===== src/rtl/if_id_stage.sv =====
// MIPS-32 instruction fetch with req/ack imem handshake, PC redirect/kill, stall hold buffer and IF/ID register.
// Optional IF_PERF_CNT_EN adds fetch and stall counters.
module if_id_stage #(
  parameter logic [31:0] RESET_PC  = 32'h0000_0000,
  parameter logic [31:0] NOP_INSTR = 32'h0000_0000
) (
  input  logic        clk,
  input  logic        rst,
  input  logic        stall,
  input  logic        flush,
  input  logic        branch_taken,
  input  logic [31:0] branch_target,
  input  logic        jump,
  input  logic [25:0] jump_index,
  output logic        imem_req,
  output logic [31:0] imem_addr,
  input  logic        imem_ack,
  input  logic [31:0] imem_rdata,
  output logic [31:0] pc,
  output logic [31:0] id_instr,
  output logic [31:0] id_pc_plus4,
  output logic [5:0]  id_op_code,
  output logic        id_valid
`ifdef IF_PERF_CNT_EN
  ,
  output logic [31:0] perf_fetch_cnt,
  output logic [31:0] perf_stall_cnt
`endif
);

  typedef enum logic {S_FETCH = 1'b0, S_HOLD = 1'b1} state_t;

  state_t      r_state, w_state_nxt;
  logic [31:0] r_pc, w_pc_nxt;
  logic        r_kill, w_kill_nxt;
  logic [31:0] r_tgt, w_tgt_nxt;
  logic [31:0] r_hold_instr, w_hold_instr_nxt;
  logic [31:0] r_hold_pc4, w_hold_pc4_nxt;
  logic [31:0] r_id_instr, w_id_instr_nxt;
  logic [31:0] r_id_pc4, w_id_pc4_nxt;
  logic        r_id_valid, w_id_valid_nxt;
  logic        w_fetch_acc;

  logic        w_redirect;
  logic [31:0] w_target;
  logic [31:0] w_pc_plus4;

  // Branch resolves in EX, so it is older than the jump sitting in IF/ID.
  assign w_redirect = branch_taken | jump;
  assign w_target   = branch_taken ? branch_target
                                   : {r_id_pc4[31:28], jump_index, 2'b00};
  assign w_pc_plus4 = r_pc + 32'd4;

  assign imem_req    = (r_state == S_FETCH) & ~rst;
  assign imem_addr   = r_pc;
  assign pc          = r_pc;
  assign id_instr    = r_id_instr;
  assign id_pc_plus4 = r_id_pc4;
  assign id_op_code  = r_id_instr[31:26];
  assign id_valid    = r_id_valid;

  always_comb begin
    w_state_nxt      = r_state;
    w_pc_nxt         = r_pc;
    w_kill_nxt       = r_kill;
    w_tgt_nxt        = r_tgt;
    w_hold_instr_nxt = r_hold_instr;
    w_hold_pc4_nxt   = r_hold_pc4;
    w_id_instr_nxt   = r_id_instr;
    w_id_pc4_nxt     = r_id_pc4;
    w_id_valid_nxt   = r_id_valid;
    w_fetch_acc      = 1'b0;

    case (r_state)
      S_FETCH: begin
        if (imem_ack) begin
          if (r_kill) begin
            // Response to a stale address; a newer redirect overrides the saved one.
            w_pc_nxt   = w_redirect ? w_target : r_tgt;
            w_kill_nxt = 1'b0;
          end else if (w_redirect) begin
            w_pc_nxt = w_target;
          end else begin
            w_fetch_acc = 1'b1;
            w_pc_nxt    = w_pc_plus4;
            if (!stall) begin
              w_id_instr_nxt = imem_rdata;
              w_id_pc4_nxt   = w_pc_plus4;
              w_id_valid_nxt = 1'b1;
            end else begin
              w_hold_instr_nxt = imem_rdata;
              w_hold_pc4_nxt   = w_pc_plus4;
              w_state_nxt      = S_HOLD;
            end
          end
        end else if (w_redirect) begin
          // imem_addr must stay stable until the ack, so defer the PC change.
          w_kill_nxt = 1'b1;
          w_tgt_nxt  = w_target;
        end
      end
      S_HOLD: begin
        if (w_redirect) begin
          w_pc_nxt    = w_target;
          w_state_nxt = S_FETCH;
        end else if (!stall) begin
          w_id_instr_nxt = r_hold_instr;
          w_id_pc4_nxt   = r_hold_pc4;
          w_id_valid_nxt = 1'b1;
          w_state_nxt    = S_FETCH;
        end
      end
      default: w_state_nxt = S_FETCH;
    endcase

    if (w_redirect | flush) begin
      w_id_valid_nxt = 1'b0;
      w_id_instr_nxt = NOP_INSTR;
    end
  end

  always_ff @(posedge clk) begin
    if (rst) begin
      r_state      <= S_FETCH;
      r_pc         <= RESET_PC;
      r_kill       <= 1'b0;
      r_tgt        <= 32'd0;
      r_hold_instr <= NOP_INSTR;
      r_hold_pc4   <= 32'd0;
      r_id_instr   <= NOP_INSTR;
      r_id_pc4     <= 32'd0;
      r_id_valid   <= 1'b0;
    end else begin
      r_state      <= w_state_nxt;
      r_pc         <= w_pc_nxt;
      r_kill       <= w_kill_nxt;
      r_tgt        <= w_tgt_nxt;
      r_hold_instr <= w_hold_instr_nxt;
      r_hold_pc4   <= w_hold_pc4_nxt;
      r_id_instr   <= w_id_instr_nxt;
      r_id_pc4     <= w_id_pc4_nxt;
      r_id_valid   <= w_id_valid_nxt;
    end
  end

`ifdef IF_PERF_CNT_EN
  logic [31:0] r_perf_fetch, r_perf_stall;

  always_ff @(posedge clk) begin
    if (rst) begin
      r_perf_fetch <= 32'd0;
      r_perf_stall <= 32'd0;
    end else begin
      r_perf_fetch <= r_perf_fetch + {31'd0, w_fetch_acc};
      r_perf_stall <= r_perf_stall + {31'd0, stall & r_id_valid};
    end
  end

  assign perf_fetch_cnt = r_perf_fetch;
  assign perf_stall_cnt = r_perf_stall;
`else
  logic w_unused_fetch_acc;
  assign w_unused_fetch_acc = w_fetch_acc;
`endif

endmodule


===== config.mk =====
export PLATFORM = sky130hd
export DESIGN_NAME = if_id_stage
export DESIGN_NICKNAME = d
export VERILOG_FILES = /design/src/rtl/if_id_stage.sv
export SDC_FILE = /design/constraint.sdc
export NUM_CORES = 1
export LEC_CHECK = 0
export BUFFER_PORTS_ARGS = -buffer_cell sky130_fd_sc_hd__buf_2
export CAP_MARGIN = 10
export CELL_PAD_IN_SITES_DETAIL_PLACEMENT = 0
export CELL_PAD_IN_SITES_GLOBAL_PLACEMENT = 2
export CORE_MARGIN = 2
export CORE_UTILIZATION = 31
export CTS_CLUSTER_SIZE = 25
export DETAILED_ROUTE_END_ITERATION = 7
export GPL_ROUTABILITY_DRIVEN = 0
export HOLD_SLACK_MARGIN = 0.08
export PLACE_DENSITY = 0.81
export SLEW_MARGIN = 20
export SYNTH_ARGS = -nofsm -noshare
export SYNTH_HDL_FRONTEND = slang
export SYNTH_SLANG_ARGS = --single-unit
export TNS_END_PERCENT = 50

===== constraint.sdc =====
create_clock -name clk -period 2.4 [get_ports clk]
set_clock_uncertainty 0.1 [all_clocks]
set_input_delay 0.12 -clock clk [delete_from_list [all_inputs] [get_ports clk]]
set_output_delay 0.12 -clock clk [all_outputs]
set_load 0.02 [all_outputs]

==> flow_summary.ini, run 1 <==
[clock_tree]
cts_root_buf = clkbuf_16
cts_tree = yes
clock_path_buffers = 2
htreeDepth = 4
clock_sinks = 195
path_clk_slew_ps = 80
cts_buffers = 17
clk_latency_ps = 440

[cells_and_area]
stdcell_area_um2 = 12400
nets = 1504
diodes = 0
final-seq-area_um2 = 3910
nFillCells = 3007
multiInputGateArea_um2 = 4620
syn2layout_area_growth_pct = 34.9
drive_gt1_frac = 0.252

[synth]
synth_edf_count = 0
postSynthAreaPerCell_um2 = 8.16
synth.distinct_cells = 63
ys_ff_latch = 195
syn_nets = 1226
yosysTopAreaCell = dfxtp_1
async_reset_ff_frac = 0
synthCells = 1128
synth_ff_type = dfxtp_1
ys_top_cells_by_area = dfxtp_1, a21oi_1, nor2_1
synth_top_area_frac = 0.424
synth_warnings = 0
synth_area_um2 = 9200
ys_seq_area_frac = 0.424

[drt]
num_vias = 9278
wire_per_inst_um = 17.9
first_pass_iters = 5
drt_wl_total_um = 32400
wirelength_met1_um = 15700
drt_iter0_drc = 689
dr_wl_met3_um = 2220
drc = 0
postRouteAntennaNets = 0
vias_per_cell = 5.13
top_layer_used = met4
wl_met2_um = 14000

[setup_path]
start_kind = register
end_kind = register
rrSetupSlack_ps = 130
regToRegStartpoint = imem_addr[18]
cp_top_family = simple AND/OR/NAND/NOR gates
worst-path-stages = 5
cp_slowest_cell = nor3_1
critPathArrivalTime_ps = 2500
max_stage_delay_ps = 560
crit_type = reg2reg
path_buf_inv = 0
crit_path_end = imem_addr[21]
crit_path_start = imem_addr[18]
reg2reg_depth = 5
r2r-end = imem_addr[21]
required_ps = 2630
worstPathCellList = and4_1 > nand3_1 > nor3_1 > a31oi_1 > o32ai_1
crit_fanout = 12

[sta]
setup_violations = 0
tightest_slew_ps = 622
fin_setup_tns_ps = 0
fin_crit_sh = 0.945
whs_ps = 97.7
hold_viol = 0
min_period_ps = 2270
final.setup.worst_slack_ps = 132
slew_headroom = 0.582
fmax_mhz = 441
rsz0062_at_grt = no
slew_viol_final = 0

[outcome]
status = completed

[power_and_ir_drop]
vdd_ir_drop_max_uv = 449
power_leakage_nw = 4.92
powerDensity_nw_per_um2 = 610
finalPower_mw = 7.57

[run]
drv_cap = 0

[floorplanning]
row_count = 63
fp.dieW_um = 176
core_um2 = 29400
dieArea_um2 = 31100
dieHeight_um = 176
ios = 233
initial_core_util = 0.313

[global_route]
first_global_vias = 8365
antenna_found_initial = 0
grt_usage = 0.200
grt.overflow.total = 0
grt_max_degree = 63
grt_first_pass_wirelength_um = 48700

[placement]
postPlaceCellArea_um2 = 10800
post-place-ws_ps = 219
hpwlAfterDp_um = 21900
port_buffers = 232

[min_path]
min_path_type = in2reg
[worst min-delay path by stage]
stage / start / to / slack (ps) / cells past startpoint
after CTS: branch_target[12] / imem_addr[12] / 90 / 5
final: jump_index[1] / r_tgt[3] / 100 / 3
after global placement: imem_rdata[29] / r_hold_instr[29] / 270 / 3
after floorplan: imem_rdata[0] / r_hold_instr[0] / 160 / 2
after detailed placement: imem_rdata[29] / r_hold_instr[29] / 280 / 3
after global routing: branch_target[23] / imem_addr[23] / 130 / 4
[layout by cell type (no fill, tap or decap), types with 4 or more instances in the layout]
| cell type | n |
|---|---|
| buf_2 | 231 |
| dfxtp_1 | 193 |
| nor2_1 | 126 |
| nand2_1 | 122 |
| a21oi_1 | 112 |
| dlygate4sd3_1 | 97 |
| buf_4 | 63 |
| a211oi_1 | 56 |
| mux2i_1 | 43 |
| o21ai_0 | 38 |
| nor3_1 | 33 |
| a22oi_1 | 24 |
| a31oi_1 | 20 |
| nand3_1 | 18 |
| o22ai_1 | 18 |
| clkbuf_16 | 18 |
| and3_1 | 17 |
| xnor2_1 | 17 |
| nand4_1 | 16 |
| nand2b_1 | 16 |
| o211ai_1 | 12 |
| a22o_1 | 10 |
| and4_1 | 7 |
| a222oi_1 | 6 |
| buf_12 | 6 |
| nor4_1 | 5 |
| xor2_1 | 5 |
| inv_1 | 4 |
| o21a_1 | 4 |
| o311ai_0 | 4 |
| clkinv_8 | 4 |
| inv_8 | 4 |
[repair_timing]
action,CTS,global route
setup buffers,0,3
setup endpoints to repair,0,6
resized for setup,0,5
hold endpoints to repair,111,0
hold buffers,97,0
[cell families after synthesis]
family,synth area share
compound gates,0.231
xor+xnor,0.0209
flops,0.424
simple gates,0.196
mux,0.0480
fa+ha+maj,0.00136
buf+inv,0.0786
[power by group]
group | switching (mW) | internal, mW | leakage [nW]
registers | 0.0893 | 3.34 | 1.59
clock network | 1.55 | 1.45 | 0.301
logic | 0.662 | 0.491 | 3.03
[worst reg2reg max path, stage by stage (launching register included)]
cell	delay (ps)
dfxtp_1	460
and4_1	280
nand3_1	360
nor3_1	560
a31oi_1	150
o32ai_1	260
[per-layer routing]
layer | vias up | track usage
met1 | 4321 | 0.293
met5 | - | 0
met4 | 0 | 0.0396
met3 | 22 | 0.0472
met2 | 336 | 0.300
li1 | 4599 | -
[synthesized netlist by cell type, types with 10 or more instances]
library cell    n
nand2_1       122
a22o_1         10
o22ai_1        18
dfxtp_1       195
buf_2          11
a21oi_1       112
buf_4          42
a211oi_1       56
nand2b_1       16
nor2_1        126
and3_1         18
nor3_1         33
o21ai_0        38
mux2i_1        43
xnor2_1        17
a22oi_1        24
nand3_1        19
nand4_1        16
clkbuf_1       80
o211ai_1       12
a31oi_1        20
[state kept, by name (all words and copies together), names as in the netlist, 32 cells and up]
| name | cells |
|---|---|
| id_instr | 32 |
| id_pc_plus4 | 32 |
| imem_addr | 32 |
| r_hold_instr | 32 |
| r_hold_pc4 | 32 |
| r_tgt | 32 |
[stage by stage]
stage	cells	util
floorplan	1128	-
global placement	1676	0.366
detailed placement	1676	0.366
CTS	1805	0.420
global route	1809	0.422
finish	1809	0.422
[area by class of cell]
cell class                 instances  area share
clock inverter                    15      0.0156
clock buffer                      17      0.0343
multi-input combinational        786       0.372
timing repair buffer             399       0.222
sequential                       195       0.315
tap                              390      0.0393
inverter                           7     0.00212
Note: power is estimated with default switching activity, not from simulation.
==> run 2: changes to the inputs <==
--- a/config.mk
+++ b/config.mk
@@ -11,6 +11,7 @@
 export CELL_PAD_IN_SITES_GLOBAL_PLACEMENT = 2
 export CORE_MARGIN = 2
 export CORE_UTILIZATION = 31
+export CTS_BUF_LIST = sky130_fd_sc_hd__clkbuf_16
 export CTS_CLUSTER_SIZE = 25
 export DETAILED_ROUTE_END_ITERATION = 7
 export GPL_ROUTABILITY_DRIVEN = 0
==> constraint.sdc (replaced) <==
create_clock -name clk -period 2.3 [get_ports clk]
set_clock_uncertainty 0.1 [all_clocks]
set_input_delay 0.115 -clock clk [delete_from_list [all_inputs] [get_ports clk]]
set_output_delay 0.115 -clock clk [all_outputs]
set_load 0.02 [all_outputs]
==> run 2 against run 1 <==
Effect of this change:
- combinational power increased by 5%
- utilization unchanged
- critical path depth increased by 2
- via count increased by 0.32%
- register-to-register slack got worse by 20 ps
- flip-flop and latch count unchanged
- wire length decreased by 1.6%
- non-clock buffer count increased by 1
- fmax increased by 3.7%
- cell count about the same
- die area unchanged
- count of clock-buffer cells in the layout unchanged
- highest routed layer unchanged
==> flow_summary.ini, run 2 (same netlist as run 1, synthesis figures left out) <==
[outcome]
status = completed

[global_route]
grt.overflow.total = 0
grt_first_pass_wirelength_um = 48800
grt_max_degree = 48
antenna_found_initial = 0
grt_usage = 0.200
first_global_vias = 8465

[sta]
hold_viol = 0
fmax_mhz = 457
tightest_slew_ps = 630
setup_violations = 0
min_period_ps = 2190
slew_viol_final = 0
rsz0062_at_grt = yes
fin_crit_sh = 0.950
slew_headroom = 0.580
fin_setup_tns_ps = 0

[setup_path]
critPathArrivalTime_ps = 2430
cp_common_cell = nor2_1
start_kind = register
cp_slowest_cell = dlygate4sd3_1
crit_type = reg2reg
path_buf_inv = 3
required_ps = 2540
end_kind = register
crit_fanout = 24
cp_top_family = buffers and inverters
max_stage_delay_ps = 550
worstPathCellList = nor2_1 > buf_6 > nand2_1 > buf_4 > a21oi_1 > nor2_1 > dlygate4sd3_1

[power_and_ir_drop]
power_leakage_nw = 4.92
vdd_ir_drop_max_uv = 443
powerDensity_nw_per_um2 = 643

[run]
drv_cap = 0

[drt]
num_vias = 9308
postRouteAntennaNets = 0
drc = 0
drt_wl_total_um = 31900
wire_per_inst_um = 17.6
vias_per_cell = 5.14
first_pass_iters = 5
drt_iter0_drc = 572

[floorplanning]
row_count = 63
core_um2 = 29400
initial_core_util = 0.313
dieHeight_um = 176
dieArea_um2 = 31100
ios = 233
fp.dieW_um = 176

[min_path]
min_path_type = in2reg

[clock_tree]
cts_tree = yes
htreeDepth = 4
cts_root_buf = clkbuf_16
path_clk_slew_ps = 90
clock_path_buffers = 2
cts_setup_buffers = 0
cts_buffers = 17
clock_sinks = 195
clk_latency_ps = 440

[cells_and_area]
syn2layout_area_growth_pct = 34.9
post-route-util = 0.422
final_cell_mix = buf_2, dfxtp_1, nor2_1
nets = 1505
diodes = 0
drive_gt1_frac = 0.253
layout_commonest_cell = buf_2

[placement]
port_buffers = 232
hpwlAfterDp_um = 22300
## run 2: changes by cell type in the layout (fill, tap and decap cells not counted), sizes merged
cell | before | now
clkbuf | 18 | 17
clkinv | 7 | 8
inv | 15 | 13
clkinvlp | 0 | 1
buf | 301 | 305
dlygate4sd3 | 97 | 95
## run 2: report_power, final
part,switching [mW],total (mW),internal (mW)
Combinational,0.698,1.21,0.511
Clock,1.68,3.21,1.53
Sequential,0.0826,3.57,3.49
Total,2.46,7.99,5.53
## run 2: area by class of cell
class                      instances  area, um2
fill                            3017      17000
multi-input combinational        786       4620
sequential                       195       3910
timing repair buffer             400       2730
tap                              390        488
clock buffer                      17        425
clock inverter                    15        216
inverter                           7       26.3
## run 2: repair_timing
action                     CTS  global route
hold endpoints to repair   114             0
resized for setup            0             3
hold buffers                95             0
setup endpoints to repair    0             4
## run 2: final timing paths
path	to	cells past startpoint	from	slack [ps]
worst min register to register	id_pc_plus4[4]	2	id_pc_plus4[4]	350
worst min-delay path	imem_addr[12]	5	branch_target[12]	90
worst max-delay path	r_tgt[14]	7	r_state	110
worst max register to register	r_tgt[14]	7	r_state	110
## run 2: layer usage
layer | up-vias | part of all wire | track usage
li1 | 4610 | - | -
met2 | 354 | 0.43 | 0.303
met4 | 0 | 0.020 | 0.0503
met5 | - | 0 | 0
met1 | 4304 | 0.49 | 0.292
met3 | 40 | 0.070 | 0.0364
## run 2: worst reg2reg max path, delay by kind of cell (launching register included)
kind	cells	cell delay, ps
flip-flops	1	450
buffers and inverters	3	1010
AO/OA/AOI/OAI	1	190
AND/OR/NAND/NOR	3	320
## run 2: per-stage QoR
stage	total power, mW	hold WS (ps)	setup WS, ps	cells	area, um2
4_1_cts	8.05	86.4	92.0	1810	12400
6_report	7.99	90.6	114	1810	12400
3_3_place_gp	4.70	268	170	1683	10800
5_1_grt	8.32	108	2.76	1810	12400
2_1_floorplan	4.29	151	22.6	1128	9200
3_5_place_dp	4.71	274	164	1683	10800
